**src/rtl/mcpu_pkg.sv**
```systemverilog
// Shared encodings for the mcpu core: stage codes,
// opcode class/sub fields, HLT value and decode helper.
package mcpu_pkg;

  localparam logic [2:0] S_WAIT   = 3'd0;
  localparam logic [2:0] S_FETCHA = 3'd1;
  localparam logic [2:0] S_FETCHB = 3'd2;
  localparam logic [2:0] S_EXECA  = 3'd3;
  localparam logic [2:0] S_EXECB  = 3'd4;

  localparam logic [2:0] C_MEM = 3'b000;
  localparam logic [2:0] C_JMP = 3'b001;
  localparam logic [2:0] C_LDI = 3'b010;
  localparam logic [2:0] C_ALU = 3'b100;

  localparam logic [1:0] M_LD = 2'b01;
  localparam logic [1:0] M_ST = 2'b10;

  localparam logic [1:0] J_C   = 2'b00;
  localparam logic [1:0] J_NC  = 2'b01;
  localparam logic [1:0] J_Z   = 2'b10;
  localparam logic [1:0] J_MP  = 2'b11;

  localparam logic [1:0] A_ADD = 2'b00;
  localparam logic [1:0] A_SUB = 2'b01;
  localparam logic [1:0] A_AND = 2'b10;
  localparam logic [1:0] A_OR  = 2'b11;

  localparam logic [7:0] OP_HLT = 8'hFF;

  typedef struct packed {
    logic       ld;
    logic       st;
    logic       jmp;
    logic       ldi;
    logic       alu;
    logic       hlt;
    logic [1:0] sub;
  } dec_t;

  // Anything not matched here is a NOP.
  function automatic dec_t decode(input logic [7:0] op);
    dec_t d;
    d     = '0;
    d.sub = op[4:3];
    unique case (1'b1)
      op == OP_HLT:
        d.hlt = 1'b1;
      op[7:5] == C_MEM && op[4:3] == M_LD:
        d.ld = 1'b1;
      op[7:5] == C_MEM && op[4:3] == M_ST:
        d.st = 1'b1;
      op[7:5] == C_JMP:
        d.jmp = 1'b1;
      op[7:5] == C_LDI:
        d.ldi = 1'b1;
      op[7:5] == C_ALU:
        d.alu = 1'b1;
      default: ;
    endcase
    return d;
  endfunction

endpackage

```
**src/rtl/mcpu_regfile.sv**
```systemverilog
// mcpu register file: NREG x DW, two async read ports,
// one sync write port (we/wa/wd), async active-high reset.
module mcpu_regfile
  import mcpu_pkg::*;
#(
  parameter int DW   = 8,
  parameter int NREG = 8,
  parameter int RIW  = 3
) (
  input  logic           clk,
  input  logic           rst,
  input  logic [RIW-1:0] ra_addr,
  output logic [DW-1:0]  ra_data,
  input  logic [RIW-1:0] rb_addr,
  output logic [DW-1:0]  rb_data,
  input  logic           we,
  input  logic [RIW-1:0] wa,
  input  logic [DW-1:0]  wd
);

  logic [DW-1:0] regs [NREG];

  assign ra_data = regs[ra_addr];
  assign rb_data = regs[rb_addr];

  always_ff @(posedge clk or posedge rst) begin
    if (rst) begin
      for (int i = 0; i < NREG; i++) begin
        regs[i] <= '0;
      end
    end else if (we) begin
      regs[wa] <= wd;
    end
  end

endmodule

```
**src/rtl/mcpu.sv**
```systemverilog
// mcpu top: 4-stage multicycle CPU (fetch A/B, exec A/B).
// Ports: clk, rst, run/halt, mem_* bus, one-hot stage
// outputs, cflag/zflag, pc. Define MCPU_READY_EN to honour
// mem_ready wait states; otherwise mem_ready is ignored.
module mcpu
  import mcpu_pkg::*;
#(
  parameter int DW   = 8,
  parameter int AW   = 8,
  parameter int NREG = 8
) (
  input  logic          clk,
  input  logic          rst,
  input  logic          run,
  input  logic          halt,
  output logic [AW-1:0] mem_addr,
  output logic [DW-1:0] mem_wdata,
  input  logic [DW-1:0] mem_rdata,
  output logic          mem_rden,
  output logic          mem_wren,
  input  logic          mem_ready,
  output logic          waits,
  output logic          fetcha,
  output logic          fetchb,
  output logic          execa,
  output logic          execb,
  output logic          cflag,
  output logic          zflag,
  output logic [AW-1:0] pc
);

  localparam int RIW = (NREG > 1) ? $clog2(NREG) : 1;

  logic [2:0]    stage;
  logic [AW-1:0] pc_q;
  logic [DW-1:0] ira;
  logic [DW-1:0] irb;
  logic [DW-1:0] tmp;
  logic          cf;
  logic          zf;
  dec_t          dec;
  logic          rdy;

`ifdef MCPU_READY_EN
  assign rdy = mem_ready;
`else
  logic unused_ready;
  assign unused_ready = mem_ready;
  assign rdy = 1'b1;
`endif

  if (DW > 8) begin : g_wide
    logic unused_ira_hi;
    assign unused_ira_hi = ^ira[DW-1:8];
  end

  assign dec = decode(ira[7:0]);

  logic [RIW-1:0] rd_idx;
  logic [RIW-1:0] rs_idx;
  logic [DW-1:0]  rd_data;
  logic [DW-1:0]  rs_data;
  logic           rf_we;
  logic [DW-1:0]  rf_wd;

  assign rd_idx = ira[RIW-1:0];
  assign rs_idx = irb[RIW-1:0];

  mcpu_regfile #(
    .DW  (DW),
    .NREG(NREG),
    .RIW (RIW)
  ) u_rf (
    .clk    (clk),
    .rst    (rst),
    .ra_addr(rd_idx),
    .ra_data(rd_data),
    .rb_addr(rs_idx),
    .rb_data(rs_data),
    .we     (rf_we),
    .wa     (rd_idx),
    .wd     (rf_wd)
  );

  // Extra top bit holds carry (ADD) or borrow (SUB).
  logic [DW-1:0] alu_r;
  logic          alu_c;

  always_comb begin
    alu_r = '0;
    alu_c = 1'b0;
    unique case (dec.sub)
      A_ADD: {alu_c, alu_r} = {1'b0, rd_data} + {1'b0, rs_data};
      A_SUB: {alu_c, alu_r} = {1'b0, rd_data} - {1'b0, rs_data};
      A_AND: alu_r = rd_data & rs_data;
      A_OR:  alu_r = rd_data | rs_data;
    endcase
  end

  logic take;

  always_comb begin
    take = 1'b0;
    unique case (dec.sub)
      J_C:  take = cf;
      J_NC: take = !cf;
      J_Z:  take = zf;
      J_MP: take = 1'b1;
    endcase
  end

  logic is_fetch;
  logic in_exa;
  logic mem_op;

  assign is_fetch = (stage == S_FETCHA) || (stage == S_FETCHB);
  assign in_exa   = (stage == S_EXECA);
  assign mem_op   = dec.ld || dec.st;

  assign mem_rden  = is_fetch || (in_exa && dec.ld);
  assign mem_wren  = in_exa && dec.st;
  assign mem_addr  = is_fetch ? pc_q :
                     (in_exa && mem_op) ? irb[AW-1:0] : '0;
  assign mem_wdata = mem_wren ? rd_data : '0;

  assign rf_we = (stage == S_EXECB) &&
                 (dec.ld || dec.ldi || dec.alu);
  assign rf_wd = dec.ldi ? irb : tmp;

  always_ff @(posedge clk or posedge rst) begin
    if (rst) begin
      stage <= S_WAIT;
      pc_q  <= '0;
      ira   <= '0;
      irb   <= '0;
      tmp   <= '0;
      cf    <= 1'b0;
      zf    <= 1'b0;
    end else begin
      case (stage)
        S_WAIT: begin
          if (run && !halt) stage <= S_FETCHA;
        end
        S_FETCHA: begin
          if (rdy) begin
            ira   <= mem_rdata;
            pc_q  <= pc_q + AW'(1);
            stage <= S_FETCHB;
          end
        end
        S_FETCHB: begin
          if (rdy) begin
            irb   <= mem_rdata;
            pc_q  <= pc_q + AW'(1);
            stage <= S_EXECA;
          end
        end
        S_EXECA: begin
          if (!mem_op || rdy) stage <= S_EXECB;
          if (dec.ld && rdy) tmp <= mem_rdata;
          if (dec.alu) begin
            tmp <= alu_r;
            cf  <= alu_c;
            zf  <= (alu_r == '0);
          end
          if (dec.jmp && take) pc_q <= irb[AW-1:0];
        end
        S_EXECB: begin
          stage <= (halt || dec.hlt) ? S_WAIT : S_FETCHA;
        end
        default: stage <= S_WAIT;
      endcase
    end
  end

  assign waits  = (stage == S_WAIT);
  assign fetcha = (stage == S_FETCHA);
  assign fetchb = (stage == S_FETCHB);
  assign execa  = (stage == S_EXECA);
  assign execb  = (stage == S_EXECB);
  assign cflag  = cf;
  assign zflag  = zf;
  assign pc     = pc_q;

endmodule

```
**config.mk**
```make
export PLATFORM = sky130hd
export DESIGN_NAME = mcpu
export DESIGN_NICKNAME = d
export VERILOG_FILES = /design/src/rtl/mcpu_pkg.sv /design/src/rtl/mcpu_regfile.sv /design/src/rtl/mcpu.sv
export SDC_FILE = /design/constraint.sdc
export NUM_CORES = 1
export LEC_CHECK = 0
export ABC_AREA = 1
export ABC_CLOCK_PERIOD_IN_PS = 2800
export BUFFER_PORTS_ARGS = -buffer_cell sky130_fd_sc_hd__buf_2
export CORE_MARGIN = 5
export CORE_UTILIZATION = 45
export DETAILED_ROUTE_END_ITERATION = 8
export GPL_TIMING_DRIVEN = 0
export PLACE_DENSITY = 0.64
export SLEW_MARGIN = 20
export SYNTH_ARGS = -nofsm -noshare
export SYNTH_HDL_FRONTEND = slang
export SYNTH_SLANG_ARGS = --single-unit
```
**constraint.sdc**
```tcl
create_clock -name clk -period 2.8 [get_ports clk]
set_input_delay 0.14 -clock clk [delete_from_list [all_inputs] [get_ports clk]]
set_output_delay 0.14 -clock clk [all_outputs]
set_load 0.01 [all_outputs]
```
**Word level (Yosys, flattened, before mapping)**

Cells that the tools add are included.

- Equal/unequal tests: 13
- Muxes and demuxes: 29
- Bitwise operators: 4
- Reduce and logical (&&, ||, !) cells: 27
- Order comparisons: 3
- Add/subtract/negate cells: 3

Operators by type and width:

| cell | number |
|---|---|
| 8-bit two-way mux | 12 |
| 64-bit bitwise mux | 1 |
| 8-bit binary-select mux with 3-bit select | 2 |
| 8-bit case mux with 4 select lines | 1 |
| 8-bit demux with 3-bit select | 1 |
| 8-bit case mux with 2 select lines | 1 |
| 3-bit case mux with 5 select lines | 1 |
| 8-bit by 8-bit adder with 9-bit output | 1 |
| 3-bit by 2-bit equality test with 1-bit output, second input constant | 3 |
| 1-bit logical AND | 9 |
| 8-bit by 8-bit subtractor with 9-bit output | 1 |
| 8-bit by 1-bit adder with 8-bit output, second input constant | 1 |
| 8-bit AND | 1 |
| 8-bit equality test, second input constant | 1 |
| 4-bit >= comparator, second input constant | 2 |
| 8-bit logical NOT | 1 |
| 3-bit NOT with 4-bit output | 2 |
| 8-bit OR | 1 |
| 1-bit two-way mux | 7 |
| 3-bit by 1-bit equality test with 1-bit output, second input constant | 2 |
| 3-bit equality test, second input constant | 2 |
| 3-bit logical NOT | 2 |
| 1-bit logical OR | 6 |
| 2-bit AND reduction | 3 |
| other kinds (11) | 15 |

- Logic and storage cells: 94
- Bits in registers: 101
- Output and inout bits: 33
- Input bits: 13

**Logic depth before layout (Yosys ltp)**

- Depth after elaboration: 7
- Depth in mapped cells: 23
- Mapped depth without buffers: 21

**Modules after synthesis**

From an unflattened synthesis, not the netlist that was laid out.

- Cells, all modules: 1059
- Area total of the unflattened synthesis: 6959.2 um^2

Modules (own cells, without submodules):

| module | cells an instance | instances | area an instance (um^2) | sequential area each (um^2) |
|---|---|---|---|---|
| mcpu_regfile | 590 | 1 | 3806.2 | 1601.5 |
| mcpu | 469 | 1 | 3153.0 | 925.9 |

**Least setup slack after synthesis**

No wires, ideal clock.

- Path kind: register -> register
- From: register ira[0]
- To: register zf, in the netlist zflag
- Required time: 2.735 ns
- Path buffers: 1
- Clock period less this slack: 2.919 ns
- Setup time: 0.065 ns
- Arrival: 2.854 ns
- Cell stages (with the launch flop): 16
- Path slack: -0.119 ns
- Path through: dfrtp_1 -> inv_2 -> clkbuf_1 -> a21oi_1 -> nor4_2 -> inv_1 -> ha_1 -> fa_1 -> or2_2 -> nand3_1 -> nand3_1 -> nor2_1 -> nand3_1 -> nor2_1 -> nand3_1 -> nand2_1

- Word-level cells in the longest chain between the ends: 7
- Elaborated cells on any way between the ends: 10
- Those cells by class: 2 x add/sub; 4 x mux; 3 x bitwise; 1 x reduce/logical

Ends and longest elaborated chain:

| item | line | text |
|---|---|---|
| start, declared | mcpu.sv:36 | `logic [DW-1:0] ira;` |
| start signal, assigned | mcpu.sv:146 | `ira <= mem_rdata;` |
| 3-bit NOT with 4-bit output (not written as such) * | mcpu_regfile.sv:23 | `assign ra_data = regs[ra_addr];` |
| 8-bit binary-select mux with 3-bit select * | mcpu_regfile.sv:23 |  |
| 8-bit two-way mux (not written as such) * (2 in a row) | mcpu_regfile.sv:23 |  |
| 8-bit by 8-bit subtractor with 9-bit output, or another cell as far along | mcpu.sv:94 | `A_SUB: {alu_c, alu_r} = {1'b0, rd_data} - {1'b0, rs_data};` |
| 8-bit case mux with 4 select lines * | mcpu.sv:92 | `unique case (dec.sub)` |
| 8-bit logical NOT * | mcpu.sv:164 | `zf <= (alu_r == '0);` |
| end signal, assigned | mcpu.sv:164 |  |
| end, declared | mcpu.sv:40 | `logic zf;` |

Mark *: on every way between the ends. The rest lies on a longest branch, timed or not. The select of a mux whose other input is x is not followed.
A chain may end at the register's enable or synchronous reset.

**Final worst setup path**

Ends and elaborated chain as after synthesis.

==> results.md <==
- Placed instance count: 1171
- Top Layer Used: met4
- Number of synthesized flops with an enable pin: 0
- M1 wire length: 9780 µm
- Post-synthesis sequential area ratio: 37.9%
- Clk slew on worst S/H paths: 0.07 ns
- Dpl cell area: 0.00717 mm²
- Reg area: 0.00253 mm²
- Worst VDD drop: 0.517 mV
- Max Slew Vio Count: 0
- Port Buf Inserts: 44
- Fin crit share: 104%
- Total Neg Setup Slack: -0.463 ns
- Die W: 132 µm
- WL final: 21800 µm
- Worst slew margin: 57.0%
- YS warnings: 0
- Unrepaired setup endpoints after global routing: true
- CP Cell Sequence: clkinv_4 -> buf_4 -> nor2_4 -> nand2_1 -> o211ai_1 -> nor4_4 -> buf_6 -> inv_4 -> ha_4 -> fa_2 -> or2_0 -> nand2_1 -> nand2_1 -> nor2_1 -> nand3_1 -> nor2_1 -> nand3_1 -> nand2_1
- Clk root buf: clkbuf_16
- Clk_lat worst skew: 0.36 ns
- Critical Path AT: 3.22 ns
- Cells taking the most area after synthesis: dfrtp_1 38%, nand2_1 12%, o21ai_0 9.4%
- Synthesis-to-layout area growth: 24.5%
- Setup CP Type: reg2reg
- HPWL after DPL: 15700 µm
- Max-cap violations: 0
- Leak Pwr: 3.97 nW
- Setup crit start kind: flop
- Multi-input gate area: 0.00381 mm²
- IO Pins: 46
- Net Sw Power: 6.07 mW
- DRC errors left: 0
- Buf/Inv on CP: 4
- Internal power: 5.80 mW
- Filler cell count: 1390
- Sequential share of power: 20.4%
- Final setup fails: 5
- Rows: 44
- Synth unique cells: 38
- Synth top area share: 37.9%
- Vias in the first global route: 6247
- Syn Area/Cell: 7.08 µm²
- Commonest cells post-synth: 219 x nand2_1, 146 x inv_1, 125 x o21ai_0, 101 x dfrtp_1, 75 x a21oi_1
- CTS sink cnt: 101
- CTS H-tree depth: 3
- Grt ovf: 0
- FMAX: 343 MHz
- Dominant register cell in the synthesized netlist: dfrtp_1
- Fin cells: 1220
- Largest net degree at the start of global routing: 56
- Worst path top cell family by delay: simple AND/OR/NAND/NOR gates
- Initial antenna violation count: 0
- Register bit total from synthesis: 101
- Final hold violation count: 0
- Top cell by count, worst path: nand2_1
- Fraction of layout cells with a size suffix above 1: 23.6%
- Status: finished with violations
- Chip height: 132 µm
- Sw frac: 51.1%
- CTS tree: built
- Initial core utilization: 45.9%
- DR WL/cell: 17.9 µm
- CP max stage delay: 0.43 ns
- Post-synth ARST share: 100%
- Clk_skew: 0.0128 ns
- Post-Syn Area: 0.00667 mm²
- Slowest-stage cell, CP: dfrtp_2
- Syn Nets: 983
- Clock buffer depth: 2
- N_diodes: 0
- CORE AREA: 0.0145 mm²
- Critical-path maximum fanout: 8
- Cell area after layout: 0.00830 mm²
- Initial DRC count: 683
- Detail-routed via count per cell: 5.53
- GP Congestion: 0.952
- Met3 WL: 1580 µm
- Critical path required time: 3.10 ns
- Final min period: 2.92 ns
- Combinational share of power: 67.1%
- Failing checks: negative setup slack
- Worst slew pin tran: 0.643 ns
- HP Class: in2reg
- Final Core Density: 57.1%
- Met2 routed WL: 9650 µm
- Routed Antenna Nets: 0
- Vias post-DR: 6752
- Most frequent cell after synthesis: nand2_1
- Synthesized instance count: 942
- Final WS setup: -0.120 ns
- Drt pass-1 iters: 6
- Die ar.: 0.0174 mm²
- Clock power share: 12.5%
- CTS Buf Count: 9
- Final total power: 11.9 mW
- PwrDens: 1430 mW/mm²
- Post-synth top area cell: dfrtp_1
- First-pass GRT wire length: 34300 µm
- Setup crit end kind: flop
- GR Util All Layers: 24.7%
- Nets: 1072
-- cell usage in the layout, fill, tap and decap left out, types with 9 or more instances in the layout --
cell type	instances
o21ai_0	99
dfrtp_1	97
clkbuf_16	11
buf_2	55
nor2_2	11
nor2_1	48
nand3_1	27
nand3_2	14
inv_1	137
o21ai_1	38
nand2_2	11
a21oi_2	9
buf_4	35
o21a_1	19
o21ai_2	10
a21oi_1	66
nand2_1	207
o22ai_1	10
o211ai_1	10
ha_1	18
inv_2	13
-- worst register-to-register path: stages, from the launching register on --
cell      delay, ns
dfrtp_2        0.43
clkinv_4       0.13
buf_4          0.16
nor2_4         0.22
nand2_1        0.09
o211ai_1       0.21
nor4_4         0.08
buf_6          0.15
inv_4          0.06
ha_4           0.13
fa_2           0.41
or2_0          0.20
nand2_1        0.09
nand2_1        0.05
nor2_1         0.11
nand3_1        0.10
nor2_1         0.12
nand3_1        0.07
nand2_1        0.06
-- cells by family after synthesis --
family	Yosys count	synth area share, %
and+or+nand+nor	352	23.7
AOI/OAI and AO/OA	268	21.6
buffers and inverters	193	11.3
DFF	101	37.9
adders and majority gates	28	5.48
-- metrics by stage --
step / hold WS (ns) / setup slack, ns
floorplan: 0.261 / 0.0129
global placement: 0.382 / -1.34
detailed placement: 0.202 / -0.956
CTS: 0.00513 / -0.149
global route: 0.0171 / -0.234
finish: 0.0128 / -0.120
-- sequential cells by signal, indices dropped and copies added, names as in the netlist --
name / count
irb: 8
zflag: 1
pc: 8
stage: 3
ira: 8
tmp: 8
u_rf.regs: 64
cflag: 1
-- per-layer routing --
layer | up-vias | GRT usage (%)
met5 | - | 0
met4 | 0 | 10.2
met3 | 45 | 4.74
met2 | 299 | 36.4
met1 | 3178 | 35.5
li1 | 3230 | -
-- power by group through the flow --
| stage | Combinational, mW | Clock, mW | Sequential [mW] |
|---|---|---|---|
| after global placement | 6.13 | 0 | 2.38 |
| after floorplan | 4.31 | 0 | 2.31 |
| after CTS | 7.14 | 1.50 | 2.39 |
| after detailed placement | 6.16 | 0 | 2.39 |
| final | 7.97 | 1.48 | 2.42 |
| after global routing | 8.76 | 1.55 | 2.48 |
-- path summary, 6_finish.rpt --
path                                          from                  to  slack (ns)  cells past startpoint
worst max-delay path            ira[0]$_DFFE_PP0P_   zflag$_DFFE_PP0P_       -0.12                     18
worst min-delay path                  mem_rdata[7]  irb[7]$_DFFE_PP0P_        0.01                      3
worst max register to register  ira[0]$_DFFE_PP0P_   zflag$_DFFE_PP0P_       -0.12                     18
worst min register to register  tmp[5]$_DFFE_PP0P_  tmp[5]$_DFFE_PP0P_        0.49                      2
max in group asynchronous                      rst  ira[1]$_DFFE_PP0P_        1.80                      4
min in group asynchronous                      rst   pc[6]$_DFFE_PP0P_        0.35                      3
-- final cells by class --
cell class	count	area share, %
clock buffer	10	2.88
buffer	31	2.70
tap	184	2.77
clock inverter	6	1.33
inverter	157	7.40
timing repair inverter	1	0.0753
timing repair buffer	82	6.46
multi-input combinational	648	45.9
sequential	101	30.5
-- repair_timing --
item / 4_1_cts / 5_1_grt
resized for setup: 95 / 72
pin swaps: 27 / 28
buffers inserted: 19 / 17
hold buffers: 1 / 0
endpoints found under the hold margin: 46 / 0
cloned: 1 / 0
setup endpoints to repair: 12 / 9
No activity file was read; power rests on OpenSTA's default activity.
